File: src/rtl/stream_to_2phase_tx.sv
// Stream-to-2-phase bundled-data transmitter.
// Each accepted stream word toggles async_req_o once. async_data_o is held
// stable until the synchronised acknowledge phase matches the request phase.
// Integration note: the data register to receiver capture path must be
// constrained (max-delay) shorter than the req path plus the receiver
// synchroniser delay, so the data settles before the receiver sees the req edge.
module stream_to_2phase_tx #(
  parameter type T              = logic,
  parameter int  SYNC_STAGES    = 2,
  parameter int  TIMEOUT_CYCLES = 0
) (
  input  logic clk_i,
  input  logic rst_i,
  input  T     data_i,
  input  logic valid_i,
  output logic ready_o,
  output logic async_req_o,
  output T     async_data_o,
  input  logic async_ack_i,
  output logic busy_o,
  output logic timeout_o
);

  typedef enum logic {
    IDLE     = 1'b0,
    WAIT_ACK = 1'b1
  } state_t;

  state_t                 state_q, state_d;
  logic                   req_q, req_d;
  T                       data_q, data_d;
  logic [SYNC_STAGES-1:0] sync_q;
  logic                   ack_sync;
  logic                   handshake;

  assign ack_sync  = sync_q[SYNC_STAGES-1];
  // ready_o depends only on state, so handshake has no path from ack
  assign handshake = valid_i && (state_q == IDLE);

  assign ready_o      = (state_q == IDLE);
  assign busy_o       = (state_q == WAIT_ACK);
  assign async_req_o  = req_q;
  assign async_data_o = data_q;

  // Acknowledge synchroniser: stage 0 samples the asynchronous input
  always_ff @(posedge clk_i) begin
    if (rst_i) begin
      sync_q <= '0;
    end else begin
      sync_q <= {sync_q[SYNC_STAGES-2:0], async_ack_i};
    end
  end

  // Next-state logic: accept in IDLE, wait for ack phase to match req phase
  always_comb begin
    state_d = state_q;
    req_d   = req_q;
    data_d  = data_q;
    case (state_q)
      IDLE: begin
        if (handshake) begin
          data_d  = data_i;
          req_d   = ~req_q;
          state_d = WAIT_ACK;
        end
      end
      WAIT_ACK: begin
        if (ack_sync == req_q) begin
          state_d = IDLE;
        end
      end
      default: state_d = IDLE;
    endcase
  end

  // State, request phase and bundled data registers
  always_ff @(posedge clk_i) begin
    if (rst_i) begin
      state_q <= IDLE;
      req_q   <= 1'b0;
      data_q  <= '0;
    end else begin
      state_q <= state_d;
      req_q   <= req_d;
      data_q  <= data_d;
    end
  end

  generate
    if (TIMEOUT_CYCLES > 0) begin : g_timeout
      localparam int CW = $clog2(TIMEOUT_CYCLES + 1);
      localparam logic [CW-1:0] CNT_MAX = CW'(TIMEOUT_CYCLES);

      logic [CW-1:0] cnt_q, cnt_d;
      logic          to_q, to_d;

      // Count cycles spent waiting; flag sticks once the limit is reached
      always_comb begin
        cnt_d = cnt_q;
        to_d  = to_q;
        if (handshake) begin
          cnt_d = '0;
        end else if ((state_q == WAIT_ACK) && (cnt_q != CNT_MAX)) begin
          cnt_d = cnt_q + CW'(1);
        end
        if ((state_q == WAIT_ACK) && (cnt_d == CNT_MAX)) begin
          to_d = 1'b1;
        end
      end

      // Timeout counter and sticky flag registers
      always_ff @(posedge clk_i) begin
        if (rst_i) begin
          cnt_q <= '0;
          to_q  <= 1'b0;
        end else begin
          cnt_q <= cnt_d;
          to_q  <= to_d;
        end
      end

      assign timeout_o = to_q;
    end else begin : g_no_timeout
      assign timeout_o = 1'b0;
    end
  endgenerate

endmodule
File: config.mk
export PLATFORM = sky130hd
export DESIGN_NAME = stream_to_2phase_tx
export DESIGN_NICKNAME = d
export VERILOG_FILES = /design/src/rtl/stream_to_2phase_tx.sv
export SDC_FILE = /design/constraint.sdc
export NUM_CORES = 1
export LEC_CHECK = 0
export CORE_AREA = 8 8 45 47
export DETAILED_ROUTE_END_ITERATION = 6
export DIE_AREA = 0 0 53 55
export GPL_ROUTABILITY_DRIVEN = 0
export GPL_TIMING_DRIVEN = 1
export SLEW_MARGIN = 20
export SYNTH_ARGS = -nofsm -noshare
export SYNTH_HDL_FRONTEND = slang
export SYNTH_SLANG_ARGS = --single-unit
File: constraint.sdc
create_clock -name clk_i -period 1 [get_ports clk_i]
set_input_delay 0.2 -clock clk_i [delete_from_list [all_inputs] [get_ports clk_i]]
set_output_delay 0.2 -clock clk_i [all_outputs]
set_load 0.05 [all_outputs]
==> impl_metrics.tcl <==
set metrics [dict create \
    totalWireLength_um 373 \
    start_kind "flop" \
    synthesis.area_um2 185 \
    path_class "reg2out" \
    start_util_pct 13.4 \
    crit_required_ns 0.80 \
    design_area_um2 357 \
    cts.sinks 5 \
    antenna_cells 0 \
    fmax_mhz 1010 \
    syn_inst 18 \
    top_layer "met3" \
    fin_crit_sh_pct 99.0 \
    finalPower_uw 635 \
    fin_skew_ns 0.000706 \
    drive_gt1_share_pct 40.0 \
    htree_num_levels 1 \
    cts_max_path_buffers 2 \
    dieArea_um2 2920 \
    avgSynthCellArea_um2 10.3 \
    r2r-end "async_data_o" \
    syn-num-nets 23 \
    clkTransAtPathRegs_ns 0.04 \
    numPortBuffers 8 \
    cts_buffers 3 \
    maxCapViolations 0 \
    core_um2 1380 \
    hold_slack_ns 0.443 \
    tns_ns 0 \
    slew_viol_final 0 \
    wl_met1_um 164 \
    root_buffer "clkbuf_4" \
    grt_pass1_vias 146 \
    nets 36 \
    finalCriticalPeriod_ns 0.990 \
    hold_viol 0 \
    timing.reg2reg.setup_slack_ns 0.02 \
    grt_usage_pct 2.95 \
    rows 14 \
    clk_latency_ns 0.24 \
    regArea_um2 105 \
    outcome "complete, no violations" \
    num-fill-cells 146 \
    ys_types 11 \
    rsz0062_at_grt "true" \
    setup_violations 0 \
    grt_start_max_net_pins 6 \
    cp-endpoint "ready_o" \
    multi_input_area_um2 73.8 \
    grt_pass1_wl_um 517 \
    die_w_um 53 \
    gr-total-overflow 0 \
    p_per_area_nw_per_um2 1780 \
    ys_seq_area_share_pct 54.1 \
    via_count 151 \
    p_leak_nw 0.153 \
    post_dp_cell_area_um2 320 \
    whs_path_depth 1 \
    vias_per_cell 3.28 \
    drc 0 \
    route.met2.wl_um 149 \
    cts_tree "yes" \
    first_pass_iters 3 \
    critPathMaxFanout 4 \
    antenna_found_initial 0 \
    r2r_cells 4 \
    yosysTopAreaCell "dfxtp_1" \
    r2r_start "busy_o" \
    chipHeight_um 55 \
    io_pins 10 \
    postRouteAntennaNets 0 \
    cp.arrival_ns 0.79 \
    yosysWarnings 0 \
    synthTopCellsByArea "dfxtp_1 54%, nor2b_4 7.4%, nor2b_1 6.8%" \
    drt_iter0_drc 2 \
    hold_path.class "reg2reg" \
    area_growth_pct 92.6 \
    routedWlPerCell_um 8.11 \
    vdd_drop_max_uv 816 \
    synth.top_cell.area_share_pct 54.1 \
    hold_buffers 0 \
    ys_ff_latch 5 \
    routed-wl-met3_um 59 \
    cp-end-kind "primary output" \
    cp-startpoint "busy_o" \
]
-- critical path: stages (launching register included) --
cell and delay, ns:
dfxtp_4 0.37, inv_2 0.05, buf_12 0.14
-- power breakdown --
group / switching (mW) / internal, mW
clock: 0.0819 / 0.151
combinational: 0.0821 / 0.0878
sequential: 0.0164 / 0.216
total: 0.180 / 0.454
-- through the flow --
step | std cells | util [%] | setup slack [ns]
2_1_floorplan | 18 | - | -0.00105
3_3_place_gp | 41 | 23.1 | -0.196
3_5_place_dp | 41 | 23.1 | -0.189
4_1_cts | 46 | 25.8 | -0.00614
5_1_grt | 46 | 25.8 | -0.0258
6_report | 46 | 25.8 | 0.00999
-- cell families after synthesis --
kind of cell | synth area share, %
mux | 5.41
other cells | 2.03
flops | 54.1
simple gates | 20.3
compound gates | 2.70
buf+inv | 6.08
xor+xnor | 9.46
-- sequential cells by signal, indices dropped and copies added, names as in the netlist --
signal        flops
async_data_o      1
async_req_o       1
busy_o            1
sync_q            2
-- how the worst min path moves through the flow --
stage          startpoint          end  slack (ns)
5_1_grt         sync_q[0]    sync_q[1]        0.47
2_1_floorplan       rst_i  async_req_o        0.26
4_1_cts         sync_q[0]    sync_q[1]        0.45
6_report        sync_q[0]    sync_q[1]        0.44
3_5_place_dp    sync_q[0]    sync_q[1]        0.44
3_3_place_gp    sync_q[0]    sync_q[1]        0.42
-- area by class of cell --
| type | instances | share of cell area, % |
|---|---|---|
| inverter | 1 | 1.05 |
| clock buffer | 4 | 7.37 |
| multi-input combinational | 11 | 20.7 |
| sequential | 5 | 29.5 |
| timing repair buffer | 9 | 35.8 |
| tap | 16 | 5.61 |
-- synth_stat cells --
cell type / instances
mux2i_1: 1
xor2_1: 1
xnor2_1: 1
dfxtp_1: 5
nor2b_1: 2
conb_1: 1
inv_1: 1
nor2b_4: 1
a21oi_1: 1
nor2_1: 3
buf_4: 1
-- timing repair --
item	in CTS	in global routing
endpoints found under the setup margin	1	2
buffers inserted	1	0
resized for setup	2	0
pin swaps	0	0
-- layer usage --
| layer | vias to the layer above | GRT usage, % |
|---|---|---|
| met5 | - | 0 |
| met4 | 0 | 1.29 |
| met3 | 0 | 4.81 |
| met2 | 8 | 3.71 |
| met1 | 66 | 2.12 |
| li1 | 77 | - |
-- placed cells by master (no fill, tap or decap), types with 2 or more instances in the layout --
cell	n
dfxtp_1	3
buf_12	4
clkbuf_4	3
clkdlybuf4s50_1	4
nor2b_1	2
nor2_1	3
Note: power is estimated with default switching activity, not from simulation.
